--- src/rtl/issue_instr_queue.sv ---
// Decoded-instruction queue between decoder and issue stage.
// Holds the oldest entry for the scoreboard and throttles issue of unresolved control flow.
module issue_instr_queue #(
    parameter int unsigned CVA6Cfg        = 32'd0,
    parameter type         scoreboard_entry_t = logic,
    parameter int unsigned DEPTH          = 32'd4,
    parameter int unsigned MAX_CF_PENDING = 32'd1
) (
    input  logic                                clk_i,
    input  logic                                rst_ni,
    input  logic                                flush_i,
    input  scoreboard_entry_t                   instr_i,
    input  logic [31:0]                         orig_instr_i,
    input  logic                                is_ctrl_flow_i,
    input  logic                                instr_valid_i,
    output logic                                instr_ready_o,
    output scoreboard_entry_t                   decoded_instr_o,
    output logic [31:0]                         orig_instr_o,
    output logic                                is_ctrl_flow_o,
    output logic                                decoded_instr_valid_o,
    input  logic                                decoded_instr_ack_i,
    input  logic                                resolve_branch_i,
    output logic [$clog2(DEPTH):0]              count_o,
    output logic [$clog2(MAX_CF_PENDING):0]     cf_pending_o
);

    localparam int unsigned PTR_W = $clog2(DEPTH);
    localparam int unsigned CNT_W = PTR_W + 1;
    localparam int unsigned CF_W  = $clog2(MAX_CF_PENDING) + 1;
    localparam logic [CNT_W-1:0] DEPTH_C  = CNT_W'(DEPTH);
    localparam logic [CF_W-1:0]  CF_MAX_C = CF_W'(MAX_CF_PENDING);

    scoreboard_entry_t instr_mem_r [DEPTH];
    logic [31:0]       orig_mem_r  [DEPTH];
    logic [DEPTH-1:0]  cf_mem_r;

    logic [PTR_W-1:0] rd_ptr_r;
    logic [PTR_W-1:0] wr_ptr_r;
    logic [CNT_W-1:0] count_r;
    logic [CF_W-1:0]  cf_pending_r;

    logic             head_present_s;
    logic             head_cf_s;
    logic             push_s;
    logic             pop_s;
    logic             cf_inc_s;
    logic             cf_dec_s;
    logic [CNT_W-1:0] count_nxt_s;
    logic [CF_W-1:0]  cf_nxt_s;

    // Head presentation, issue gating and handshake qualification.
    always_comb begin
        head_present_s        = (count_r != {CNT_W{1'b0}});
        head_cf_s             = head_present_s & cf_mem_r[rd_ptr_r];
        instr_ready_o         = (count_r < DEPTH_C);
        is_ctrl_flow_o        = head_cf_s;
        decoded_instr_valid_o = head_present_s && !(head_cf_s && (cf_pending_r == CF_MAX_C)) && !flush_i;
        push_s                = instr_valid_i && instr_ready_o && !flush_i;
        pop_s                 = decoded_instr_valid_o && decoded_instr_ack_i;
        cf_inc_s              = pop_s && head_cf_s;
        cf_dec_s              = resolve_branch_i && (cf_pending_r != {CF_W{1'b0}});
        count_o               = count_r;
        cf_pending_o          = cf_pending_r;
        if (head_present_s) begin
            decoded_instr_o = instr_mem_r[rd_ptr_r];
            orig_instr_o    = orig_mem_r[rd_ptr_r];
        end else begin
            decoded_instr_o = '0;
            orig_instr_o    = 32'd0;
        end
    end

    // Next occupancy and pending control-flow count; resolve at zero saturates.
    always_comb begin
        count_nxt_s = count_r;
        cf_nxt_s    = cf_pending_r;
        case ({push_s, pop_s})
            2'b10:   count_nxt_s = count_r + CNT_W'(1);
            2'b01:   count_nxt_s = count_r - CNT_W'(1);
            default: count_nxt_s = count_r;
        endcase
        if (cf_inc_s && !cf_dec_s) begin
            cf_nxt_s = cf_pending_r + CF_W'(1);
        end else if (!cf_inc_s && cf_dec_s) begin
            cf_nxt_s = cf_pending_r - CF_W'(1);
        end else begin
            cf_nxt_s = cf_pending_r;
        end
    end

    // Pointer, occupancy and pending-branch state; flush clears synchronously.
    always_ff @(posedge clk_i or negedge rst_ni) begin
        if (!rst_ni) begin
            rd_ptr_r     <= {PTR_W{1'b0}};
            wr_ptr_r     <= {PTR_W{1'b0}};
            count_r      <= {CNT_W{1'b0}};
            cf_pending_r <= {CF_W{1'b0}};
        end else if (flush_i) begin
            rd_ptr_r     <= {PTR_W{1'b0}};
            wr_ptr_r     <= {PTR_W{1'b0}};
            count_r      <= {CNT_W{1'b0}};
            cf_pending_r <= {CF_W{1'b0}};
        end else begin
            rd_ptr_r     <= pop_s  ? rd_ptr_r + PTR_W'(1) : rd_ptr_r;
            wr_ptr_r     <= push_s ? wr_ptr_r + PTR_W'(1) : wr_ptr_r;
            count_r      <= count_nxt_s;
            cf_pending_r <= cf_nxt_s;
        end
    end

    // Entry storage; contents are only observed while counted as occupied.
    always_ff @(posedge clk_i) begin
        if (push_s) begin
            instr_mem_r[wr_ptr_r] <= instr_i;
            orig_mem_r[wr_ptr_r]  <= orig_instr_i;
            cf_mem_r[wr_ptr_r]    <= is_ctrl_flow_i;
        end
    end

endmodule

--- config.mk ---
export PLATFORM = sky130hd
export DESIGN_NAME = issue_instr_queue
export DESIGN_NICKNAME = d
export VERILOG_FILES = /design/src/rtl/issue_instr_queue.sv
export SDC_FILE = /design/constraint.sdc
export NUM_CORES = 1
export LEC_CHECK = 0
export CAP_MARGIN = 20
export CELL_PAD_IN_SITES_DETAIL_PLACEMENT = 1
export CELL_PAD_IN_SITES_GLOBAL_PLACEMENT = 2
export CORE_MARGIN = 1.5
export CORE_UTILIZATION = 44
export DETAILED_ROUTE_END_ITERATION = 6
export MAX_ROUTING_LAYER = met4
export PLACE_DENSITY = 0.95
export SLEW_MARGIN = 20
export SYNTH_ARGS = -nofsm -noshare
export SYNTH_HDL_FRONTEND = slang
export SYNTH_SLANG_ARGS = --single-unit
--- constraint.sdc ---
create_clock -name clk_i -period 4.45 [get_ports clk_i]
set_input_delay 0.445 -clock clk_i [delete_from_list [all_inputs] [get_ports clk_i]]
set_output_delay 0.445 -clock clk_i [all_outputs]
set_load 0.02 [all_outputs]
==> impl_metrics.tcl, run 1 <==
set metrics [dict create \
    synth_xor_xnor_area_share_pct 0.311 \
    cp-end-kind "primary output" \
    worstRegToRegCells 5 \
    std_cell_rows 41 \
    ys_ff_latch 144 \
    synth_ff_type "edfxtp_1" \
    ctsHoldBuffers 0 \
    syn_nets 313 \
    drive_gt1_share_pct 19.0 \
    cts_resized 0 \
    synthCells 268 \
    grt_max_degree 37 \
    synth_edf_count 136 \
    synth.yosys.warnings 0 \
    vias 2807 \
    hold_viol_final 0 \
    drt_wl_total_um 10900 \
    synth_area_per_cell_um2 21.0 \
    p_leak_nw 2.31 \
    fmax_ghz 0.298 \
    start_util_pct 44.8 \
    synth-compound-area-share_pct 1.24 \
    grt_pass1_wl_um 17200 \
    cp_slowest_cell "dfrtp_2" \
    antenna_found_initial 0 \
    peakVddDrop_v 0.000254 \
    tightestPinTransition_ns 0.938 \
    drtPass1Iterations 4 \
    synth_top_area_share_pct 72.6 \
    drc 0 \
    path_buf_inv 1 \
    rsz0062_at_grt "no" \
    cts_tree "built" \
    ioPinCount 80 \
    synth.mux.area_fraction_pct 14.1 \
    overflow 0 \
    wl_per_cell_um 20.2 \
    gr-usage-all-layers_pct 18.8 \
    regToRegSetupSlack_ns 1.45 \
    hpwl_um 6510 \
    slew_headroom_pct 37.5 \
    gp_congestion 0.689 \
    worstSetupPathType "flop to primary output" \
    grt_pass1_vias 3103 \
    critPathTopFamily "flip-flops" \
    synth_fa_ha_area_share_pct 1.24 \
    ys_seq_area_share_pct 76.1 \
    finalCriticalPeriod_ns 3.36 \
    synth_top_family_by_area "multiplexers" \
    syn2layout_area_growth_pct 26.6 \
    cts.sinks 144 \
    path_cells "mux4_2, a211oi_1, clkdlybuf4s50_1" \
    synth_common_cells "edfxtp_1 (136), nor2b_1 (36), mux4_2 (34)" \
    critical-path-max-stage-delay_ns 0.95 \
    path_max_fanout 36 \
    startpoint_type "flop" \
    powerDensity_mw_per_mm2 585 \
    synth_cell_type_count 30 \
    yosys.area_share.simple_pct 5.60 \
    drv_cap 0 \
    cts_setup_buffers 0 \
    syn_area_mm2 0.00563 \
    skew_ns 0.00788 \
    drt-vias-per-instance 5.20 \
    dieArea_mm2 0.0135 \
    dr.first_iter.drc_count 126 \
    fp.dieW_um 116 \
    finalSetupViolations 0 \
    synth_top_area_cell "edfxtp_1" \
    worstSetupPathDepth 3 \
    whs_ns 0.311 \
    fin_tns_setup_ns 0 \
    status "finished, final reports clean" \
    hp-class "input port to async pin" \
    die_y_um 116 \
    clock_latency_ns 0.41 \
    async_reset_ff_share_pct 5.56 \
    arrival_ns 2.91 \
    diodes 0 \
    finalCritPeriodShare_pct 75.5 \
    synth.most_common_cell "edfxtp_1" \
    antenna_left 0 \
    slew_violations 0 \
    core_area_mm2 0.0126 \
    synth_area_leaders "edfxtp_1 (73%), mux4_2 (14%), nor2b_1 (4.0%)" \
    cts-root-buf "clkbuf_16" \
    cts_buffers 17 \
    clockBufferDepth 2 \
    nets 402 \
    required_ns 4.01 \
    portBuffers 79 \
    clk_pin_slew_worst_paths_ns 0.06 \
    htreeDepth 4 \
]
[sequential cells by signal, indices dropped and copies added, names as in the netlist]
| signal | flops |
|---|---|
| instr_mem_r | 4 |
| count_o | 3 |
| rd_ptr_r | 2 |
| cf_mem_r | 4 |
| cf_pending_o | 1 |
| orig_mem_r | 128 |
| wr_ptr_r | 2 |
[where the power goes]
part | leakage (nW) | internal, mW | total, mW | switching (mW)
sequential | 1.34 | 1.60 | 1.69 | 0.0896
combinational | 0.714 | 0.625 | 1.25 | 0.629
clock | 0.258 | 0.748 | 1.23 | 0.479
total | 2.31 | 2.97 | 4.17 | 1.20
[cells in the final DEF (no fill, tap or decap), types with 2 or more instances in the layout]
cell	netlist	final
nor2b_1	36	36
clkinv_1	0	2
a21oi_1	3	3
nor2_1	5	5
clkbuf_16	0	17
ha_1	4	4
nand3b_1	2	2
clkinv_2	0	7
clkbuf_1	7	3
edfxtp_1	136	136
and3_2	0	4
clkdlybuf4s50_1	0	79
dfrtp_2	0	2
o21ai_0	2	2
inv_1	7	7
dfrtp_1	8	6
mux4_2	34	34
buf_4	0	3
[per-layer routing]
layer / wire length, um / vias to the layer above / track usage [%] / share of wire [%]
li1: - / 1252 / - / -
met1: 4770 / 1459 / 22.9 / 44
met2: 5450 / 78 / 29.3 / 50
met3: 447 / 18 / 6.02 / 4.1
met4: 229 / 0 / 8.37 / 2.1
met5: 0 / - / - / 0
[final timing paths]
| path | start | to |
|---|---|---|
| worst max-delay path | rd_ptr_r[1]$_DFFE_PN0P_ | decoded_instr_valid_o |
| worst min-delay path | rst_ni | wr_ptr_r[0]$_DFFE_PN0P_ |
| worst max register to register | rd_ptr_r[1]$_DFFE_PN0P_ | count_o[1]$_DFFE_PN0P_ |
| worst min register to register | count_o[0]$_DFFE_PN0P_ | count_o[0]$_DFFE_PN0P_ |
| max in group asynchronous | rst_ni | rd_ptr_r[1]$_DFFE_PN0P_ |
| min in group clk_i | count_o[0]$_DFFE_PN0P_ | count_o[0]$_DFFE_PN0P_ |
[logic make-up after synthesis]
| family | after synthesis |
|---|---|
| DFF | 144 |
| and+or+nand+nor | 52 |
| muxes | 36 |
| buffers and inverters | 19 |
| AOI/OAI and AO/OA | 10 |
| adders and majority gates | 5 |
| xor gates and xnor gates | 2 |
[stage by stage]
stage / utilization, % / area [um2] / power (mW) / instances / worst slack, ns
detailed placement: 52.6 / 6620 / 2.98 / 510 / 1.50
finish: 56.7 / 7120 / 4.17 / 540 / 1.09
floorplan: - / 5630 / 2.41 / 268 / 2.00
CTS: 56.7 / 7120 / 4.22 / 540 / 1.04
global route: 56.7 / 7120 / 4.35 / 540 / 0.891
global placement: 52.6 / 6620 / 2.95 / 510 / 1.49
[cell type report]
class | count | area (um2)
fill | 1117 | 5440
sequential | 144 | 4290
multi-input combinational | 105 | 1270
timing repair buffer | 82 | 813
clock buffer | 20 | 437
tap | 172 | 215
clock inverter | 10 | 72.6
inverter | 7 | 26.3
(Power assumes the default switching activity.)
==> inputs of run 2 (changes only) <==
--- a/config.mk
+++ b/config.mk
@@ -9,10 +9,10 @@
 export CELL_PAD_IN_SITES_DETAIL_PLACEMENT = 1
 export CELL_PAD_IN_SITES_GLOBAL_PLACEMENT = 2
 export CORE_MARGIN = 1.5
-export CORE_UTILIZATION = 44
+export CORE_UTILIZATION = 41
 export DETAILED_ROUTE_END_ITERATION = 6
 export MAX_ROUTING_LAYER = met4
-export PLACE_DENSITY = 0.95
+export PLACE_DENSITY = 0.9
 export SLEW_MARGIN = 20
 export SYNTH_ARGS = -nofsm -noshare
 export SYNTH_HDL_FRONTEND = slang
==> constraint.sdc (replaced) <==
create_clock -name clk_i -period 3.41 [get_ports clk_i]
set_input_delay 0.341 -clock clk_i [delete_from_list [all_inputs] [get_ports clk_i]]
set_output_delay 0.341 -clock clk_i [all_outputs]
set_load 0.02 [all_outputs]
==> run 2 against run 1 <==
Compared with the run above: utilization down 2.3 points; critical path type unchanged; power up 33%; clock-buffer cell count down 1; largest cell class unchanged; largest power group unchanged.
==> impl_metrics.tcl, run 2 (synthesis gave the netlist of run 1 again) <==
set metrics [dict create \
    critical-path-max-stage-delay_ns 0.56 \
    portBuffers 79 \
    drc 0 \
    arrival_ns 2.43 \
    grt_pass1_wl_um 17500 \
    drive_gt1_share_pct 20.2 \
    status "finished, final reports clean" \
    seqPwrFrac_pct 38.8 \
    hp-class "input port to async pin" \
    worstSetupPathType "flop to primary output" \
    dp.cells 522 \
    finalCriticalPeriod_ns 2.77 \
    cts_setup_buffers 0 \
    drv_cap 0 \
    required_ns 3.07 \
    p_sw_mw 1.57 \
    antenna_left 0 \
    core_area_mm2 0.0133 \
    critPathTopFamily "buffers and inverters" \
    nets 410 \
    clock_latency_ns 0.41 \
    drt_wl_total_um 11100 \
    finalCritPeriodShare_pct 81.1 \
    fmax_ghz 0.362 \
    cts-root-buf "clkbuf_16" \
    fin_tns_setup_ns 0 \
    ioPinCount 80 \
    top_register "orig_mem_r" \
    path_buf_inv 2 \
    skew_ns 0.00641 \
    fp.dieW_um 120 \
    clk_pin_slew_worst_paths_ns 0.06 \
    final_common_cell "edfxtp_1" \
    slew_violations 0 \
    largest_register_ffs 128 \
    startpoint_type "flop" \
    p_leak_nw 2.36 \
    switching_share_pct 28.4 \
    gr-usage-all-layers_pct 17.2 \
    layout_common_cells "edfxtp_1 (136), clkdlybuf4s50_1 (79), nor2b_1 (36)" \
    hpwl_um 6990 \
    drtPass1Iterations 4 \
    std_cell_rows 42 \
    power_frac_comb_pct 30.8 \
    cp_slowest_cell "mux4_2" \
    final_core_util_pct 54.3 \
    finalSetupViolations 0 \
    grt_pass1_vias 3201 \
    gp_congestion 0.708 \
    hold_viol_final 0 \
    tightestPinTransition_ns 0.577 \
    peakVddDrop_v 0.000536 \
    start_util_pct 42.3 \
    grt_max_degree 36 \
    cts_tree "built" \
    htreeDepth 4 \
    diodes 0 \
    ctsHoldBuffers 0 \
    dieArea_mm2 0.0144 \
    syn2layout_area_growth_pct 28.4 \
    cts.sinks 144 \
    antenna_found_initial 0 \
    reg_top3 "orig_mem_r: 128 flops, cf_mem_r: 4 flops, instr_mem_r: 4 flops" \
    powerDensity_mw_per_mm2 766 \
    slew_headroom_pct 61.5 \
    total_power_mw 5.53 \
    final_cells 552 \
    overflow 0 \
    path_cells "buf_4, mux4_2, nor2b_1, clkdlybuf4s50_1" \
    whs_ns 0.220 \
    wl_per_cell_um 20.2 \
    cts_buffers 17 \
    die_y_um 120 \
    internal_power_mw 3.96 \
    clockBufferDepth 2 \
    dr.first_iter.drc_count 131 \
    rsz0062_at_grt "no" \
    cp-end-kind "primary output" \
    cts_resized 0 \
    vias 2796 \
    drt-vias-per-instance 5.07 \
    clkPwrFrac_pct 30.4 \
    path_max_fanout 19 \
]
## run 2: changes by cell type in the layout (fill, tap and decap cells not counted)
cell	previous run	this run
buf_4	3	10
clkinv_1	2	5
clkinv_2	7	4
buf_12	0	1
bufinv_16	1	2
clkbuf_1	3	2
## run 2: per-layer routing
metal  up-vias  global-route usage, %  wire length [um]
met5         -                      -                 0
met4         0                   6.55               152
met3        13                   4.37               425
met2        81                   26.9              5600
met1      1437                   21.9              4970
li1       1265                      -                 -
## run 2: cell type report
class,count,area [um2]
well taps,176,220
repair buffers,90,886
multi-input cells,105,1270
inverters,7,26.3
clock inverters,11,98.8
flip-flops and latches,144,4290
clock buffers,19,433
fillers,1196,6070
## run 2: worst paths after layout
kind / slack, ns / to / from / depth (start not counted)
worst max register to register: 0.84 / count_o[2]$_DFFE_PN0P_ / count_o[2]$_DFFE_PN0P_ / 7
worst max-delay path: 0.64 / orig_instr_o[16] / rd_ptr_r[0]$_DFFE_PN0P_ / 4
worst min register to register: 0.59 / cf_pending_o$_DFFE_PN0P_ / cf_pending_o$_DFFE_PN0P_ / 2
min in group clk_i: 0.54 / cf_pending_o$_DFFE_PN0P_ / resolve_branch_i / 4
max in group asynchronous: 2.88 / rd_ptr_r[0]$_DFFE_PN0P_ / rst_ni / 1
worst min-delay path: 0.22 / wr_ptr_r[0]$_DFFE_PN0P_ / rst_ni / 1
## run 2: power groups by stage
stage	Clock [mW]	Combinational, mW	Sequential [mW]
6_report	1.68	1.70	2.15
5_1_grt	1.78	1.83	2.16
4_1_cts	1.72	1.74	2.15
3_5_place_dp	0	1.72	2.18
3_3_place_gp	0	1.70	2.17
2_1_floorplan	0	0.969	2.18
## run 2: metrics by stage
stage	instance area (um2)	worst slack (ns)
3_5_place_dp	6690	0.683
3_3_place_gp	6690	0.796
2_1_floorplan	5630	0.963
5_1_grt	7220	0.524
4_1_cts	7220	0.591
6_report	7220	0.644
## run 2: worst reg2reg max path, stage by stage, from the launching register on
cell and delay [ns]:
dfrtp_1 0.47, nor3_2 0.25, buf_4 0.30, a2111o_1 0.33
nor2_1 0.12, fa_1 0.39, or4_1 0.53, o311ai_1 0.08
